[src/rtl/axi_dw_rd_sequencer_if.sv]
`default_nettype none
// +--------------------------------------------------------------------+
// | axi_dw_rd_sequencer_if : AR/R handshake bundle for the rd sequencer |
// | Revision: 1.0                                                        |
// +--------------------------------------------------------------------+
interface axi_dw_rd_sequencer_if #(
  parameter int LANE_W = 1
);
  logic              slv_ar_valid_i;
  logic              slv_ar_ready_o;
  logic [7:0]        slv_ar_len_i;
  logic [2:0]        slv_ar_size_i;
  logic              mst_ar_valid_o;
  logic              mst_ar_ready_i;
  logic [7:0]        mst_ar_len_o;
  logic [2:0]        mst_ar_size_o;
  logic              mst_r_valid_i;
  logic              mst_r_last_i;
  logic              mst_r_ready_o;
  logic [LANE_W-1:0] lane_o;
  logic              slv_r_valid_o;
  logic              slv_r_last_o;
  logic              slv_r_ready_i;
  logic              protocol_err_o;

  // master: the sequencer itself; slave: the surrounding environment
  modport master (
    input  slv_ar_valid_i, slv_ar_len_i, slv_ar_size_i,
    output slv_ar_ready_o,
    output mst_ar_valid_o, mst_ar_len_o, mst_ar_size_o,
    input  mst_ar_ready_i,
    input  mst_r_valid_i, mst_r_last_i,
    output mst_r_ready_o,
    output lane_o, slv_r_valid_o, slv_r_last_o, protocol_err_o,
    input  slv_r_ready_i
  );

  modport slave (
    output slv_ar_valid_i, slv_ar_len_i, slv_ar_size_i,
    input  slv_ar_ready_o,
    input  mst_ar_valid_o, mst_ar_len_o, mst_ar_size_o,
    output mst_ar_ready_i,
    output mst_r_valid_i, mst_r_last_i,
    input  mst_r_ready_o,
    input  lane_o, slv_r_valid_o, slv_r_last_o, protocol_err_o,
    output slv_r_ready_i
  );
endinterface
`default_nettype wire

[src/rtl/axi_dw_rd_sequencer.sv]
`default_nettype none
// +--------------------------------------------------------------------+
// | axi_dw_rd_sequencer : splits wide AXI reads into narrow sub-bursts  |
// | Revision: 1.0                                                        |
// +--------------------------------------------------------------------+
module axi_dw_rd_sequencer #(
  parameter int SlvDataWidth = 64,
  parameter int MstDataWidth = 32,
  parameter int MaxReads     = 4
) (
  input  logic                   clk_i,
  input  logic                   rst_i,
  axi_dw_rd_sequencer_if.master  bus
);
  localparam int         c_ratio    = SlvDataWidth / MstDataWidth;
  localparam int         c_lane_w   = $clog2(c_ratio);
  localparam logic [2:0] c_mst_size = 3'($clog2(MstDataWidth / 8));
  localparam int         c_ptr_w    = (MaxReads > 1) ? $clog2(MaxReads) : 1;
  localparam int         c_cnt_w    = $clog2(MaxReads + 1);

  typedef enum logic [0:0] {
    ST_IDLE  = 1'b0,
    ST_ISSUE = 1'b1
  } ar_state_e;

  ar_state_e           r_state;
  logic [11:0]         r_remaining;
  logic [2:0]          r_mst_size;

  logic [2:0]          r_q_flog  [MaxReads];
  logic [7:0]          r_q_len   [MaxReads];
  logic [11:0]         r_q_total [MaxReads];
  logic [c_ptr_w-1:0]  r_wptr;
  logic [c_ptr_w-1:0]  r_rptr;
  logic [c_cnt_w-1:0]  r_count;

  logic [c_lane_w-1:0] r_lane;
  logic [11:0]         r_narrow;
  logic [7:0]          r_sbeat;
  logic                r_slv_valid;
  logic                r_slv_last;
  logic                r_err;

  logic                w_up;
  logic [2:0]          w_f_log;
  logic [2:0]          w_mst_size;
  logic [11:0]         w_beats;
  logic [11:0]         w_total;
  logic [11:0]         w_ar_chunk;
  logic                w_full;
  logic                w_empty;
  logic                w_pop;
  logic                w_slv_ar_ready;
  logic                w_slv_ar_hs;
  logic                w_mst_ar_hs;
  logic [2:0]          w_head_flog;
  logic [7:0]          w_head_len;
  logic [11:0]         w_head_total;
  logic [c_lane_w-1:0] w_lane_max;
  logic                w_mst_r_ready;
  logic                w_mst_r_hs;
  logic                w_slv_r_hs;
  logic                w_exp_last;

  // Upsizing factor f is kept as log2(f) so T is a plain shift.
  assign w_up       = bus.slv_ar_size_i > c_mst_size;
  assign w_f_log    = w_up ? (bus.slv_ar_size_i - c_mst_size) : 3'd0;
  assign w_mst_size = w_up ? c_mst_size : bus.slv_ar_size_i;
  assign w_beats    = {4'd0, bus.slv_ar_len_i} + 12'd1;
  assign w_total    = w_beats << w_f_log;

  assign w_ar_chunk = (r_remaining > 12'd256) ? 12'd256 : r_remaining;
  assign w_full     = (r_count == c_cnt_w'(MaxReads));
  assign w_empty    = (r_count == '0);
  assign w_slv_r_hs = r_slv_valid & bus.slv_r_ready_i;
  assign w_pop      = w_slv_r_hs & r_slv_last;

  // A pop frees a slot in the same cycle, so a full FIFO can still accept.
  assign w_slv_ar_ready = (r_state == ST_IDLE) && (!w_full || w_pop);
  assign w_slv_ar_hs    = bus.slv_ar_valid_i & w_slv_ar_ready;
  assign w_mst_ar_hs    = (r_state == ST_ISSUE) & bus.mst_ar_ready_i;

  always_ff @(posedge clk_i) begin
    if (rst_i) begin
      r_state     <= ST_IDLE;
      r_remaining <= 12'd0;
      r_mst_size  <= 3'd0;
    end else begin
      case (r_state)
        ST_IDLE: begin
          if (w_slv_ar_hs) begin
            r_remaining <= w_total;
            r_mst_size  <= w_mst_size;
            r_state     <= ST_ISSUE;
          end
        end
        ST_ISSUE: begin
          if (w_mst_ar_hs) begin
            r_remaining <= r_remaining - w_ar_chunk;
            if (r_remaining == w_ar_chunk) begin
              r_state <= ST_IDLE;
            end
          end
        end
        default: r_state <= ST_IDLE;
      endcase
    end
  end

  always_ff @(posedge clk_i) begin
    if (w_slv_ar_hs) begin
      r_q_flog[r_wptr]  <= w_f_log;
      r_q_len[r_wptr]   <= bus.slv_ar_len_i;
      r_q_total[r_wptr] <= w_total;
    end
  end

  always_ff @(posedge clk_i) begin
    if (rst_i) begin
      r_wptr  <= '0;
      r_rptr  <= '0;
      r_count <= '0;
    end else begin
      if (w_slv_ar_hs) begin
        r_wptr <= (r_wptr == c_ptr_w'(MaxReads - 1)) ? '0 : r_wptr + 1'b1;
      end
      if (w_pop) begin
        r_rptr <= (r_rptr == c_ptr_w'(MaxReads - 1)) ? '0 : r_rptr + 1'b1;
      end
      case ({w_slv_ar_hs, w_pop})
        2'b10:   r_count <= r_count + 1'b1;
        2'b01:   r_count <= r_count - 1'b1;
        default: r_count <= r_count;
      endcase
    end
  end

  assign w_head_flog   = r_q_flog[r_rptr];
  assign w_head_len    = r_q_len[r_rptr];
  assign w_head_total  = r_q_total[r_rptr];
  assign w_lane_max    = c_lane_w'((12'd1 << w_head_flog) - 12'd1);
  assign w_mst_r_ready = !w_empty && !r_slv_valid;
  assign w_mst_r_hs    = bus.mst_r_valid_i & w_mst_r_ready;

  // Master bursts are at most 256 beats, so last falls on every 256th beat
  // and on the final narrow beat of the transaction.
  assign w_exp_last = (r_narrow[7:0] == 8'hFF) || (r_narrow == w_head_total - 12'd1);

  always_ff @(posedge clk_i) begin
    if (rst_i) begin
      r_lane      <= '0;
      r_narrow    <= 12'd0;
      r_sbeat     <= 8'd0;
      r_slv_valid <= 1'b0;
      r_slv_last  <= 1'b0;
      r_err       <= 1'b0;
    end else begin
      if (w_mst_r_hs) begin
        r_narrow <= r_narrow + 12'd1;
        if (r_lane == w_lane_max) begin
          r_lane      <= '0;
          r_slv_valid <= 1'b1;
          r_slv_last  <= (r_sbeat == w_head_len);
        end else begin
          r_lane <= r_lane + 1'b1;
        end
        if (bus.mst_r_last_i != w_exp_last) begin
          r_err <= 1'b1;
        end
      end
      if (w_slv_r_hs) begin
        r_slv_valid <= 1'b0;
        r_slv_last  <= 1'b0;
        if (r_slv_last) begin
          r_sbeat  <= 8'd0;
          r_narrow <= 12'd0;
        end else begin
          r_sbeat <= r_sbeat + 8'd1;
        end
      end
    end
  end

  assign bus.slv_ar_ready_o = w_slv_ar_ready;
  assign bus.mst_ar_valid_o = (r_state == ST_ISSUE);
  assign bus.mst_ar_len_o   = 8'(w_ar_chunk - 12'd1);
  assign bus.mst_ar_size_o  = r_mst_size;
  assign bus.mst_r_ready_o  = w_mst_r_ready;
  assign bus.lane_o         = r_lane;
  assign bus.slv_r_valid_o  = r_slv_valid;
  assign bus.slv_r_last_o   = r_slv_last;
  assign bus.protocol_err_o = r_err;
endmodule
`default_nettype wire

[src/flat_wrapper.sv]
// flat-port wrapper written by rule: the top's interface ports become plain ports
module axi_dw_rd_sequencer_flat 
#(
  parameter int SlvDataWidth = 64,
  parameter int MstDataWidth = 32,
  parameter int MaxReads     = 4
)
  (clk_i, rst_i, bus_slv_ar_valid_i, bus_slv_ar_len_i, bus_slv_ar_size_i, bus_slv_ar_ready_o, bus_mst_ar_valid_o, bus_mst_ar_len_o, bus_mst_ar_size_o, bus_mst_ar_ready_i, bus_mst_r_valid_i, bus_mst_r_last_i, bus_mst_r_ready_o, bus_lane_o, bus_slv_r_valid_o, bus_slv_r_last_o, bus_protocol_err_o, bus_slv_r_ready_i);
  axi_dw_rd_sequencer_if #(.LANE_W((1))) bus_i ();
  input  logic clk_i;
  input  logic rst_i;
  input wire logic [$bits(bus_i.slv_ar_valid_i)-1:0] bus_slv_ar_valid_i;
  input wire logic [$bits(bus_i.slv_ar_len_i)-1:0] bus_slv_ar_len_i;
  input wire logic [$bits(bus_i.slv_ar_size_i)-1:0] bus_slv_ar_size_i;
  output wire logic [$bits(bus_i.slv_ar_ready_o)-1:0] bus_slv_ar_ready_o;
  output wire logic [$bits(bus_i.mst_ar_valid_o)-1:0] bus_mst_ar_valid_o;
  output wire logic [$bits(bus_i.mst_ar_len_o)-1:0] bus_mst_ar_len_o;
  output wire logic [$bits(bus_i.mst_ar_size_o)-1:0] bus_mst_ar_size_o;
  input wire logic [$bits(bus_i.mst_ar_ready_i)-1:0] bus_mst_ar_ready_i;
  input wire logic [$bits(bus_i.mst_r_valid_i)-1:0] bus_mst_r_valid_i;
  input wire logic [$bits(bus_i.mst_r_last_i)-1:0] bus_mst_r_last_i;
  output wire logic [$bits(bus_i.mst_r_ready_o)-1:0] bus_mst_r_ready_o;
  output wire logic [$bits(bus_i.lane_o)-1:0] bus_lane_o;
  output wire logic [$bits(bus_i.slv_r_valid_o)-1:0] bus_slv_r_valid_o;
  output wire logic [$bits(bus_i.slv_r_last_o)-1:0] bus_slv_r_last_o;
  output wire logic [$bits(bus_i.protocol_err_o)-1:0] bus_protocol_err_o;
  input wire logic [$bits(bus_i.slv_r_ready_i)-1:0] bus_slv_r_ready_i;
  assign bus_i.slv_ar_valid_i = bus_slv_ar_valid_i;
  assign bus_i.slv_ar_len_i = bus_slv_ar_len_i;
  assign bus_i.slv_ar_size_i = bus_slv_ar_size_i;
  assign bus_slv_ar_ready_o = bus_i.slv_ar_ready_o;
  assign bus_mst_ar_valid_o = bus_i.mst_ar_valid_o;
  assign bus_mst_ar_len_o = bus_i.mst_ar_len_o;
  assign bus_mst_ar_size_o = bus_i.mst_ar_size_o;
  assign bus_i.mst_ar_ready_i = bus_mst_ar_ready_i;
  assign bus_i.mst_r_valid_i = bus_mst_r_valid_i;
  assign bus_i.mst_r_last_i = bus_mst_r_last_i;
  assign bus_mst_r_ready_o = bus_i.mst_r_ready_o;
  assign bus_lane_o = bus_i.lane_o;
  assign bus_slv_r_valid_o = bus_i.slv_r_valid_o;
  assign bus_slv_r_last_o = bus_i.slv_r_last_o;
  assign bus_protocol_err_o = bus_i.protocol_err_o;
  assign bus_i.slv_r_ready_i = bus_slv_r_ready_i;
  axi_dw_rd_sequencer #(.SlvDataWidth(SlvDataWidth), .MstDataWidth(MstDataWidth), .MaxReads(MaxReads)) u_core (.clk_i(clk_i), .rst_i(rst_i), .bus(bus_i));
endmodule
[config.mk]
export PLATFORM = sky130hd
export DESIGN_NAME = axi_dw_rd_sequencer_flat
export DESIGN_NICKNAME = d
export VERILOG_FILES = /design/src/rtl/axi_dw_rd_sequencer_if.sv /design/src/rtl/axi_dw_rd_sequencer.sv /design/src/flat_wrapper.sv
export SDC_FILE = /design/constraint.sdc
export NUM_CORES = 1
export LEC_CHECK = 0
export BUFFER_PORTS_ARGS = -buffer_cell sky130_fd_sc_hd__buf_4
export CAP_MARGIN = 0
export CORE_ASPECT_RATIO = 1.4
export CORE_MARGIN = 2
export CORE_UTILIZATION = 50
export DETAILED_ROUTE_END_ITERATION = 10
export PLACE_DENSITY = 0.75
export SLEW_MARGIN = 15
export SYNTH_ARGS = -nofsm -noshare
export SYNTH_HDL_FRONTEND = slang
export SYNTH_SLANG_ARGS = --single-unit
[constraint.sdc]
create_clock -name clk_i -period 8.6 [get_ports clk_i]
set_input_delay 1.72 -clock clk_i [delete_from_list [all_inputs] [get_ports clk_i]]
set_output_delay 1.72 -clock clk_i [all_outputs]
set_load 0.01 [all_outputs]
Yosys cells after proc, flatten, opt, wreduce, memory -nomap -nowiden
Memories as Yosys holds them, arrays and structs flattened. A register that Yosys moved wholly into a read port is not among the register bits.
Cells that the tools add are included.
{"block": "totals", "register_bits": 47, "latch_bits": 0, "ram_bits": 92, "mem_bits_ro": 0, "inputBits": 18, "out_inout_bits": 18, "wordCells": 90, "memories": 3}
{"block": "op_classes", "n_addsub": 13, "multipliers": 0, "n_div": 0, "magnitude_cmp": 2, "eq_ne": 13, "n_shift": 2, "n_mux": 25, "bitwise_logic": 6, "n_reduce_logical": 14}
{"name": "u_core.r_q_total", "words": 4, "width": 12, "read_ports": 1, "rd_ports_with_merged_regs": 1, "wr": 1, "line": "axi_dw_rd_sequencer.sv:32", "source": "logic [11:0] r_q_total [MaxReads];"}
{"name": "u_core.r_q_len", "words": 4, "width": 8, "read_ports": 1, "rd_ports_with_merged_regs": 1, "wr": 1, "line": "axi_dw_rd_sequencer.sv:31", "source": "logic [7:0] r_q_len [MaxReads];"}
{"name": "u_core.r_q_flog", "words": 4, "width": 3, "read_ports": 1, "rd_ports_with_merged_regs": 1, "wr": 1, "line": "axi_dw_rd_sequencer.sv:30", "source": "logic [2:0] r_q_flog [MaxReads];"}
{"op": "12-bit 2-to-1 mux", "n": 6}
{"op": "12-bit equality test", "n": 2}
{"op": "12-bit one-hot mux with 2 select lines", "n": 1}
{"op": "2-bit 2-to-1 mux", "n": 8}
{"op": "12-bit by 1-bit adder with 12-bit output, second input constant", "n": 1}
{"op": "12-bit by 9-bit > comparator with 1-bit output, second input constant", "n": 1}
{"op": "12-bit by 3-bit left shift with 12-bit output", "n": 1}
{"op": "12-bit by 1-bit subtractor with 12-bit output, second input constant", "n": 1}
{"op": "12-bit subtractor", "n": 1}
{"op": "8-bit by 1-bit adder with 9-bit output, second input constant", "n": 1}
{"op": "8-bit by 1-bit adder with 8-bit output, second input constant", "n": 1}
{"op": "8-bit equality test", "n": 1}
{"op": "8-bit equality test, second input constant", "n": 1}
{"op": "8-bit 2-to-1 mux", "n": 1}
{"op": "2-bit AND reduction", "n": 4}
{"op": "8-bit by 1-bit subtractor with 8-bit output, second input constant", "n": 1}
{"op": "2-bit equality test, second input constant", "n": 3}
{"op": "3-bit 2-to-1 mux", "n": 2}
{"op": "3-bit one-hot mux with 2 select lines", "n": 1}
{"op": "1-bit bitwise AND", "n": 5}
{"op": "1-bit 2-to-1 mux", "n": 5}
{"op": "2-bit by 1-bit adder with 2-bit output, second input constant", "n": 2}
{"op": "3-bit by 1-bit adder with 3-bit output, second input constant", "n": 1}
{"op": "3-bit equality test, second input constant", "n": 1}
{"op": "other kinds (19)", "n": 23}

Depth between registers and ports, before layout
Gate-level depths: netlist (run 1).
{"block": "depth", "depth_word": 7, "ltp_mapped": 12, "ltp_nobuf": 10}

Worst setup path after synthesis (run 1)
OpenSTA, ideal clock, no wires.
{"block": "synth_path", "kind": "flip-flop to output port", "startpoint": "register u_core.r_remaining[2]", "endpoint": "output port bus_mst_ar_len_o[6]", "arrival_time_ns": 2.739, "slack_ns": 4.141, "stages_incl_launch_ff": 11, "n_path_buf": 2, "path_cell_list": "dfxtp_1 > clkbuf_1 > or4_1 > o41ai_1 > and2_0 > clkbuf_1 > nand2_1 > ha_1 > nand3_1 > o21ai_0 > a21oi_1"}
{"block": "synth_between", "elab_chain_cells": 3}
{"element": "start, declared", "line": "axi_dw_rd_sequencer.sv:27", "source": "logic [11:0] r_remaining;"}
{"element": "start signal, assigned", "line": "axi_dw_rd_sequencer.sv:92", "source": "r_remaining <= w_total;"}
{"element": "start signal, assigned", "line": "axi_dw_rd_sequencer.sv:99", "source": "r_remaining <= r_remaining - w_ar_chunk;"}
{"element": "12-bit by 9-bit > comparator with 1-bit output", "line": "axi_dw_rd_sequencer.sv:72", "source": "assign w_ar_chunk = (r_remaining > 12'd256) ? 12'd256 : r_remaining;"}
{"element": "12-bit 2-to-1 mux *", "line": "axi_dw_rd_sequencer.sv:72"}
{"element": "8-bit by 1-bit subtractor with 8-bit output *", "line": "axi_dw_rd_sequencer.sv:186", "source": "assign bus.mst_ar_len_o = 8'(w_ar_chunk - 12'd1);"}
{"element": "end, declared", "line": "flat_wrapper.sv:17", "source": "output wire logic [$bits(bus_i.mst_ar_len_o)-1:0] bus_mst_ar_len_o;"}
Mark *: on every way between the ends. The rest lies on a longest branch, timed or not.

Worst setup path after layout (run 1)
{"block": "layout_path", "startpoint": "register u_core.r_remaining[1]", "endpoint": "output port bus_mst_ar_len_o[4]"}
The elaborated chain is that of the path after synthesis.

==> results of run 1 <==
[path summary, 6_finish.rpt]
| kind | startpoint | to | cells after the start |
|---|---|---|---|
| worst min register to register | u_core.bus.mst_ar_size_o[0]$_SDFFE_PP0P_ | u_core.bus.mst_ar_size_o[0]$_SDFFE_PP0P_ | 2 |
| worst max register to register | flip-flop | u_core.bus.protocol_err_o$_SDFFE_PP0P_ | 10 |
| worst min-delay path | u_core.bus.mst_ar_size_o[0]$_SDFFE_PP0P_ | u_core.bus.mst_ar_size_o[0]$_SDFFE_PP0P_ | 2 |
| worst max-delay path | u_core.r_remaining[1]$_SDFFE_PP0P_ | bus_mst_ar_len_o[4] | 10 |
[critical path: cells and delay by family, from the launching register on]
kind | cells | cell delay (ns)
AND/OR/NAND/NOR | 5 | 1.54
adder cells (fa/ha/maj) | 1 | 0.29
AO/OA/AOI/OAI | 3 | 0.65
flip-flops | 1 | 0.38
buffers and inverters | 1 | 0.14
[Yosys cell counts (all sizes together) (2+ instances only)]
cell	instances
a211oi	4
a21oi	28
a22oi	7
a31o	3
a31oi	3
and2	6
and3	9
buf	7
clkbuf	18
clkinv	2
dfxtp	49
edfxtp	92
ha	13
inv	17
mux2	2
mux2i	10
mux4	22
nand2	50
nand2b	3
nand3	18
nand3b	2
nand4	8
nand4b	3
nor2	68
nor3	20
nor3b	2
nor4	5
nor4b	2
o2111ai	2
o211ai	5
o21a	4
o21ai	14
o22a	2
o32ai	2
o41ai	3
or2	7
or3	6
or4	3
xnor2	28
xor2	23
[area by class of cell]
cell class                 count  area share (%)
clock buffer                  20            6.03
clock inverter                12            1.55
inverter                      19           0.900
multi-input combinational    411            37.4
sequential                   141            47.3
tap                          182            2.87
timing repair buffer          42            3.98
[metal layers]
layer | up-vias | global-route usage, %
li1 | 2295 | -
met1 | 2400 | 25.4
met2 | 175 | 40.0
met3 | 37 | 3.87
met4 | 0 | 10.4
met5 | - | 0
[state kept, by name, summed over array words and instances, names as in the netlist, 2 cells and up, named ones only]
register,cells
u_core.bus.mst_ar_size_o,3
u_core.r_count,3
u_core.r_narrow,12
u_core.r_q_flog,12
u_core.r_q_len,32
u_core.r_q_total,48
u_core.r_remaining,12
u_core.r_rptr,2
u_core.r_sbeat,8
u_core.r_wptr,2
[stage by stage]
stage          instances  total power, uW  utilization [%]  area [sq um]  setup WS (ns)
2_1_floorplan        596              939                -          6880           4.14
3_5_place_dp         795             1020             54.7          7320           3.87
4_1_cts              827             1740             59.2          7920           3.48
6_report             827             1740             59.2          7920           3.46
5_1_grt              827             1800             59.2          7920           3.27
3_3_place_gp         795             1010             54.7          7320           4.08
[power groups by stage]
stage | Combinational (uW) | Sequential, uW | Clock (uW)
final | 233 | 779 | 723
after global placement | 220 | 789 | 0
after CTS | 231 | 778 | 733
after global routing | 254 | 782 | 759
after detailed placement | 228 | 791 | 0
after floorplan | 157 | 782 | 0
[logic make-up after synthesis]
family / count (synthesis) / share of synthesized area (%)
xor+xnor: 51 / 6.49
other cells: 1 / 0.0545
mux: 34 / 9.14
flops: 141 / 54.4
fa+ha+maj: 14 / 2.65
simple gates: 216 / 15.4
buf+inv: 44 / 2.54
compound gates: 95 / 9.33
==> flow_metrics.tcl, run 1 <==
set metrics [dict create \
    status "finished, final reports clean" \
    avgSynthCellArea_sq_um 11.5 \
    yosysSeqAreaShare_pct 54.4 \
    top_layer "met4" \
    firstDrtPassIters 5 \
    synth_edf_count 92 \
    clk_pin_slew_worst_paths_ns 0.06 \
    final_common_cell "edfxtp_1" \
    power.share.sequential_pct 44.9 \
    cpPeakStageDelay_ns 0.63 \
    die_w_microns 103 \
    drcViolationCount 0 \
    syn_inst 596 \
    tightestPinTransition_ns 1.10 \
    drv_cap 0 \
    powerDensity_nw_per_um2 219 \
    cts_tree "built" \
    drv_slew 0 \
    intPower_uw 1290 \
    grt_pass1_wl_microns 24700 \
    rsz0062_at_grt "false" \
    cts-resized-gates 0 \
    syn-num-nets 628 \
    relSlewSlack_pct 26.5 \
    cts_buffer_depth 2 \
    fin_skew_ns 0.00773 \
    routabilityCongestion 0.896 \
    layout_common_cells "92 x edfxtp_1, 67 x nor2_1, 50 x nand2_1, 49 x dfxtp_1, 42 x buf_4" \
    start_util_pct 51.4 \
    p_comb_share_pct 13.4 \
    ys.warnings.count 0 \
    placementRows 50 \
    netSwitchingPower_uw 450 \
    switching_share_pct 25.9 \
    overflow 0 \
    multiInputGateArea_sq_um 2960 \
    num_antenna_cells 0 \
    finalCritPeriodShare_pct 59.7 \
    io_buffers 35 \
    area_growth_pct 15.1 \
    cp.arrival_ns 3.42 \
    synth_top_cell_by_area "edfxtp_1" \
    cpMostUsedCell "nand2_1" \
    netlist_top_cells_area "edfxtp_1 40%, dfxtp_1 14%, mux4_2 6.2%, nor2_1 3.7%, xnor2_1 3.6%" \
    power_frac_clock_pct 41.7 \
    synth_seq_cells 141 \
    via_count 4907 \
    cp-end-kind "output pin" \
    fp.dieArea_sq_um 14700 \
    ant_nets 0 \
    fmax_ghz 0.195 \
    antenna_found_initial 0 \
    drive_gt1_share_pct 16.1 \
    numCtsBuffers 17 \
    met3_length_microns 705 \
    hold_ws_ns 0.475 \
    wirelength_microns 15500 \
    finalSetupTns_ns 0 \
    detail_route.wirelength.met1_microns 6060 \
    dp_hpwl_microns 10300 \
    async_flop_share_pct 0 \
    route.met2.wl_microns 8290 \
    hold_viol 0 \
    cp_slowest_cell "or4_1" \
    hold_path_class "reg -> reg" \
    cts_setup_buffers 0 \
    vdd_drop_max_uv 124 \
    path_max_fanout 14 \
    ys.flop_type "edfxtp_1" \
    start_kind "flip-flop" \
    layout.nets 664 \
    cp_cell_sequence "or4_1 > o41ai_1 > and2_0 > nand2_1 > ha_1 > o21ai_0 > o21ai_0 > nand2_1 > nand2_1 > buf_4" \
    critical_path_required_ns 6.88 \
    regToRegSetupSlack_ns 4.90 \
    worstSetupPathType "reg -> out" \
    die_y_microns 143 \
    drt_iter0_drc 377 \
    cts_sinks 141 \
    io-pin-count 36 \
    n_fill_cell 1098 \
    min_period_ns 5.14 \
    synth.distinct_cells 73 \
    regArea_sq_um 3740 \
    clkLatencyLatePin_ns 0.41 \
    clockRootBuffer "clkbuf_16" \
    grt_max_degree 28 \
    core_sq_um 13400 \
    cts_hold_buf 0 \
    drt-wirelength-per-cell_microns 18.7 \
    h-tree-depth 4 \
    grt_pass1_vias 4977 \
    p_leak_uw 0.00278 \
    netlist_area_sq_um 6880 \
    grt_use_total_pct 22.3 \
    finalSetupViolations 0 \
    vias_per_cell 5.93 \
    netlist.area_leader.share_pct 40.1 \
]
Power figures use the tool's default switching activity.
==> run 2: changes to the inputs <==
--- a/config.mk
+++ b/config.mk
@@ -5,6 +5,7 @@
 export SDC_FILE = /design/constraint.sdc
 export NUM_CORES = 1
 export LEC_CHECK = 0
+export ABC_AREA = 1
 export BUFFER_PORTS_ARGS = -buffer_cell sky130_fd_sc_hd__buf_4
 export CAP_MARGIN = 0
 export CORE_ASPECT_RATIO = 1.4
==> constraint.sdc (replaced) <==
create_clock -name clk_i -period 5.3 [get_ports clk_i]
set_input_delay 1.06 -clock clk_i [delete_from_list [all_inputs] [get_ports clk_i]]
set_output_delay 1.06 -clock clk_i [all_outputs]
set_load 0.01 [all_outputs]
==> run 2 against run 1 <==
  * Utilization decreased by 0.95 points
  * Worst setup slack worse by 1.7 ns
  * Combinational power is 61% higher
  * Wire length is 0.12% higher
  * Clock power grew 62%
  * Total power rose by 62%
  * Design area grew 2.2%
  * Die area rose by 3.3%
  * Largest power group unchanged
  * Worst hold slack got worse by 0.015 ns
==> flow_metrics.tcl, run 2 <==
set metrics [dict create \
    netlist_top_cells_area "edfxtp_1 39%, dfxtp_1 14%, nand2_1 11%, nand3_1 3.8%, inv_1 3.7%" \
    ys.flop_type "edfxtp_1" \
    avgSynthCellArea_sq_um 9.07 \
    drive_gt1_share_pct 15.6 \
    cts-resized-gates 0 \
    fp.dieArea_sq_um 15200 \
    die_y_microns 145 \
    synthAdderAreaFrac_pct 2.57 \
    status "finished, final reports clean" \
    cts_setup_buffers 0 \
    synth_top_family_by_area "simple AND/OR/NAND/NOR gates" \
    cp.arrival_ns 2.50 \
    ant_nets 0 \
    die_w_microns 105 \
    layout.nets 854 \
    io_buffers 35 \
    finalSetupTns_ns 0 \
    wirelength_microns 15500 \
    relSlewSlack_pct 31.8 \
    cp_cell_sequence "nor3_2 > nand2_1 > nor2_2 > nand2_1 > nand2_1 > nand2_1 > ha_1 > nand4_1 > xor2_1 > buf_4" \
    critical_path.top_delay_family "simple AND/OR/NAND/NOR gates" \
    async_flop_share_pct 0 \
    drt_iter0_drc 334 \
    io-pin-count 36 \
    drcViolationCount 0 \
    clkLatencyLatePin_ns 0.42 \
    start_kind "flip-flop" \
    synth.distinct_cells 55 \
    yosysSeqAreaShare_pct 52.6 \
    cpPeakStageDelay_ns 0.34 \
    path_max_fanout 14 \
    cp_slowest_cell "dfxtp_1" \
    overflow 0 \
    grt_pass1_wl_microns 25200 \
    synth_xor_area_share_pct 3.57 \
    drv_slew 0 \
    p_leak_uw 0.00317 \
    final_common_cell "nand2_1" \
    synth_simple_gate_area_share_pct 25.5 \
    reg_top3 "u_core.r_q_total (48), u_core.r_q_len (32)" \
    grt_use_total_pct 21.1 \
    synthMuxAreaShare_pct 0 \
    routabilityCongestion 0.854 \
    min_period_ns 3.56 \
    largest_register "u_core.r_q_total" \
    critical_path_required_ns 4.24 \
    tightestPinTransition_ns 1.02 \
    netlist.area_leader.share_pct 38.8 \
    vias_per_cell 5.30 \
    ys.warnings.count 0 \
    p_total_uw 2810 \
    hold_path_class "reg -> reg" \
    fin_ws_ns 1.74 \
    hold_ws_ns 0.461 \
    place_ws_ns 1.79 \
    grt_pass1_vias 5207 \
    cts_hold_buf 0 \
    worstSetupPathType "reg -> out" \
    finalCritPeriodShare_pct 67.2 \
    antenna_found_initial 0 \
    grt_max_degree 44 \
    placementRows 51 \
    cts_buffer_depth 2 \
    start_util_pct 51.2 \
    cts_sinks 141 \
    firstDrtPassIters 5 \
    fmax_ghz 0.281 \
    powerDensity_nw_per_um2 346 \
    rsz0062_at_grt "false" \
    layout_common_cells "208 x nand2_1, 92 x edfxtp_1, 71 x inv_1, 54 x nand3_1, 52 x nor2_1" \
    hold_viol 0 \
    cp-end-kind "output pin" \
    h-tree-depth 4 \
    num_antenna_cells 0 \
    fin_skew_ns 0.0117 \
    core_sq_um 13900 \
    dp_hpwl_microns 10600 \
    vdd_drop_max_uv 227 \
    synth_seq_cells 141 \
    largest_register_ffs 48 \
    area_growth_pct 13.8 \
    synth_common_cells "208 x nand2_1, 92 x edfxtp_1, 71 x inv_1, 56 x nor2_1, 54 x nand3_1" \
    cpMostUsedCell "nand2_1" \
    fin_cells 1020 \
    syn_inst 785 \
    via_count 5406 \
    yosys.cell_count.top_type "nand2_1" \
    cts_tree "built" \
    drv_cap 0 \
    drt-wirelength-per-cell_microns 15.2 \
    finalSetupViolations 0 \
    syn-num-nets 817 \
    crit_buf_inv 1 \
    clk_pin_slew_worst_paths_ns 0.06 \
    dp_cells 988 \
    numCtsBuffers 17 \
    netlist_area_sq_um 7120 \
    synth_edf_count 92 \
    clockRootBuffer "clkbuf_16" \
    synth_compound_area_share_pct 9.37 \
    synth_top_cell_by_area "edfxtp_1" \
]
run 2: path summary, 6_finish.rpt:
kind / startpoint / endpoint / slack [ns] / cells past startpoint
worst max-delay path: u_core.r_remaining[0]$_SDFFE_PP0P_ / bus_mst_ar_len_o[6] / 1.74 / 10
worst min-delay path: u_core.bus.protocol_err_o$_SDFFE_PP0P_ / u_core.bus.protocol_err_o$_SDFFE_PP0P_ / 0.46 / 2
worst max register to register: u_core.bus.slv_r_valid_o$_SDFFE_PP0P_ / u_core.r_count[1]$_SDFFE_PP0P_ / 2.42 / 11
worst min register to register: u_core.bus.protocol_err_o$_SDFFE_PP0P_ / u_core.bus.protocol_err_o$_SDFFE_PP0P_ / 0.46 / 2
run 2: power by group:
group          switching [uW]  total (uW)  internal [uW]  leakage (uW)
Clock                     468        1170            702      0.000284
Sequential               28.9        1260           1230       0.00125
Combinational             241         376            135       0.00164
run 2: logic make-up after synthesis:
logic type	after synthesis
AND/OR/NAND/NOR	389
XOR/XNOR	29
flip-flops	141
AO/OA/AOI/OAI	110
other	1
buffers and inverters	101
adder cells (fa/ha/maj)	14
run 2: final cells by class:
type / instances / area [sq um]
fillers: 1241 / 5810
flip-flops and latches: 141 / 3740
multi-input cells: 543 / 2930
clock buffers: 18 / 429
repair buffers: 41 / 308
inverters: 78 / 298
well taps: 185 / 231
clock inverters: 14 / 158
run 2: routing by layer:
metal | up-vias | wire length [microns] | track usage [%]
li1 | 2729 | - | -
met1 | 2506 | 6320 | 24.4
met2 | 147 | 8040 | 37.3
met3 | 24 | 797 | 5.17
met4 | 0 | 350 | 7.87
met5 | - | 0 | 0
run 2: stage by stage:
step	area, sq um	util (%)
floorplan	7120	-
global placement	7510	54.0
detailed placement	7510	54.0
CTS	8100	58.2
global route	8100	58.2
finish	8100	58.2
run 2: worst register-to-register path: cells and delay by family, from the launching register on:
family          cells  cell delay, ns
simple gates        5            1.03
fa+ha+maj           2            0.78
flops               1            0.47
buf+inv             2            0.30
compound gates      2            0.26
==> run 3: changes to the inputs <==
--- a/config.mk
+++ b/config.mk
@@ -12,7 +12,7 @@
 export CORE_MARGIN = 2
 export CORE_UTILIZATION = 50
 export DETAILED_ROUTE_END_ITERATION = 10
-export PLACE_DENSITY = 0.75
+export PLACE_DENSITY = 0.78
 export SLEW_MARGIN = 15
 export SYNTH_ARGS = -nofsm -noshare
 export SYNTH_HDL_FRONTEND = slang
==> constraint.sdc (replaced) <==
create_clock -name clk_i -period 3.13 [get_ports clk_i]
set_input_delay 0.626 -clock clk_i [delete_from_list [all_inputs] [get_ports clk_i]]
set_output_delay 0.626 -clock clk_i [all_outputs]
set_load 0.01 [all_outputs]
==> run 3 against run 2 <==
  * First-iteration DRC count is 37% higher
  * Design area is 2.0% higher
  * Highest routed layer unchanged
  * Die area stayed put
  * Worst hold slack worse by 0.030 ns
  * Global-route usage is 0.67 points higher
  * Sequential power is 69% higher
  * Combinational power is 76% higher
  * Largest power group is now clock
  * Worst setup slack worse by 1.5 ns
  * Sequential share of layout area is 0.92 points lower
  * Non-clock buffer count is 9 higher
  * Flip-flop and latch count stayed put
  * Cell count is 0.88% higher
==> flow_metrics.tcl, run 3 (synthesized netlist as in run 2, its figures left out) <==
set metrics [dict create \
    final_core_util_pct 59.4 \
    drv_cap 0 \
    grt_max_degree 43 \
    clkLatencyLatePin_ns 0.42 \
    largest_register "u_core.r_q_total" \
    cp-end-kind "output pin" \
    vdd_drop_max_uv 368 \
    h-tree-depth 4 \
    cts_setup_buffers 0 \
    worstSetupPathType "reg -> out" \
    cts_sinks 141 \
    relSlewSlack_pct 61.1 \
    wirelength_microns 16000 \
    hold_ws_ns 0.430 \
    via_count 5477 \
    status "finished, final reports clean" \
    hold_path_class "in -> reg" \
    fp.dieArea_sq_um 15200 \
    cts_tree "built" \
    tightestPinTransition_ns 0.584 \
    clk_pin_slew_worst_paths_ns 0.06 \
    finalSetupViolations 0 \
    vias_per_cell 5.32 \
    min_period_ns 2.92 \
    cts-resized-gates 0 \
    final_common_cell "nand2_1" \
    routabilityCongestion 0.852 \
    grt_pass1_vias 5241 \
    drive_gt1_share_pct 16.7 \
    overflow 0 \
    finalSetupTns_ns 0 \
    num_antenna_cells 0 \
    start_util_pct 51.2 \
    powerDensity_nw_per_um2 616 \
    fmax_ghz 0.342 \
    grt_use_total_pct 21.7 \
    antenna_found_initial 0 \
    critical_path_required_ns 2.50 \
    numCtsBuffers 17 \
    drcViolationCount 0 \
    placementRows 51 \
    grt_pass1_wl_microns 25900 \
    start_kind "flip-flop" \
    dp_hpwl_microns 10600 \
    core_sq_um 13900 \
    firstDrtPassIters 5 \
    die_w_microns 105 \
    drt-wirelength-per-cell_microns 15.6 \
    reg_top3 "u_core.r_q_total (48), u_core.r_q_len (32)" \
    largest_register_ffs 48 \
    fin_skew_ns 0.00752 \
    io_buffers 35 \
    hold_viol 0 \
    ant_nets 0 \
    cts_buffer_depth 2 \
    layout_common_cells "207 x nand2_1, 92 x edfxtp_1, 71 x inv_1, 54 x nand3_1, 52 x nor2_1" \
    drt_iter0_drc 459 \
    finalCritPeriodShare_pct 93.3 \
    cp.arrival_ns 2.29 \
    drv_slew 0 \
    layout.nets 863 \
    rsz0062_at_grt "false" \
    area_growth_pct 16.1 \
    p_leak_uw 0.00326 \
    path_max_fanout 14 \
    clockRootBuffer "clkbuf_16" \
    io-pin-count 36 \
    die_y_microns 145 \
    cts_hold_buf 0 \
]
## run 3: final timing paths
check	startpoint	endpoint	slack, ns	cells past startpoint
worst min register to register	u_core.bus.mst_ar_size_o[1]$_SDFFE_PP0P_	u_core.bus.mst_ar_size_o[1]$_SDFFE_PP0P_	0.47	2
worst min-delay path	bus_slv_ar_len_i[6]	u_core.r_q_len[1][6]$_DFFE_PP_	0.43	1
worst max register to register	u_core.bus.slv_r_valid_o$_SDFFE_PP0P_	u_core.r_count[1]$_SDFFE_PP0P_	0.52	11
worst max-delay path	u_core.r_remaining[0]$_SDFFE_PP0P_	bus_mst_ar_len_o[6]	0.21	10
## run 3: metrics by stage
stage | instance area [sq um] | total power, uW | std cells | worst slack (ns)
2_1_floorplan | 7120 | 2590 | 785 | 0.136
3_3_place_gp | 7580 | 2800 | 997 | 0.481
3_5_place_dp | 7580 | 2820 | 997 | 0.398
4_1_cts | 8260 | 5100 | 1029 | 0.0400
5_1_grt | 8270 | 5270 | 1029 | 0.0404
6_report | 8270 | 5090 | 1029 | 0.210
## run 3: layout make-up
cell class / instances / area [sq um]
inverter: 78 / 298
multi-input combinational: 543 / 2940
timing repair buffer: 50 / 375
clock buffer: 18 / 439
clock inverter: 14 / 238
fill: 1181 / 5650
tap: 185 / 231
sequential: 141 / 3740
## run 3: worst max-delay path: stages, from the launching register on
cell and delay [ns]:
dfxtp_1 0.34, nor3_2 0.20, nand2_1 0.14, nor2_2 0.19, nand2_1 0.12, nand2_4 0.15
nand2_1 0.09, ha_1 0.23, nand4_1 0.12, xor2_1 0.15, buf_4 0.14
## run 3: power by group
part           internal [uW]  total (uW)  switching, uW
clock network           1520        2300            785
registers               2080        2130           46.3
logic                    244         662            418
## run 3: layer usage
metal	track usage, %	vias to the layer above	share of wire [%]
li1	-	2727	-
met1	25.7	2597	42
met2	37.6	123	51
met3	5.66	30	3.7
met4	8.27	0	2.3
met5	0	-	0
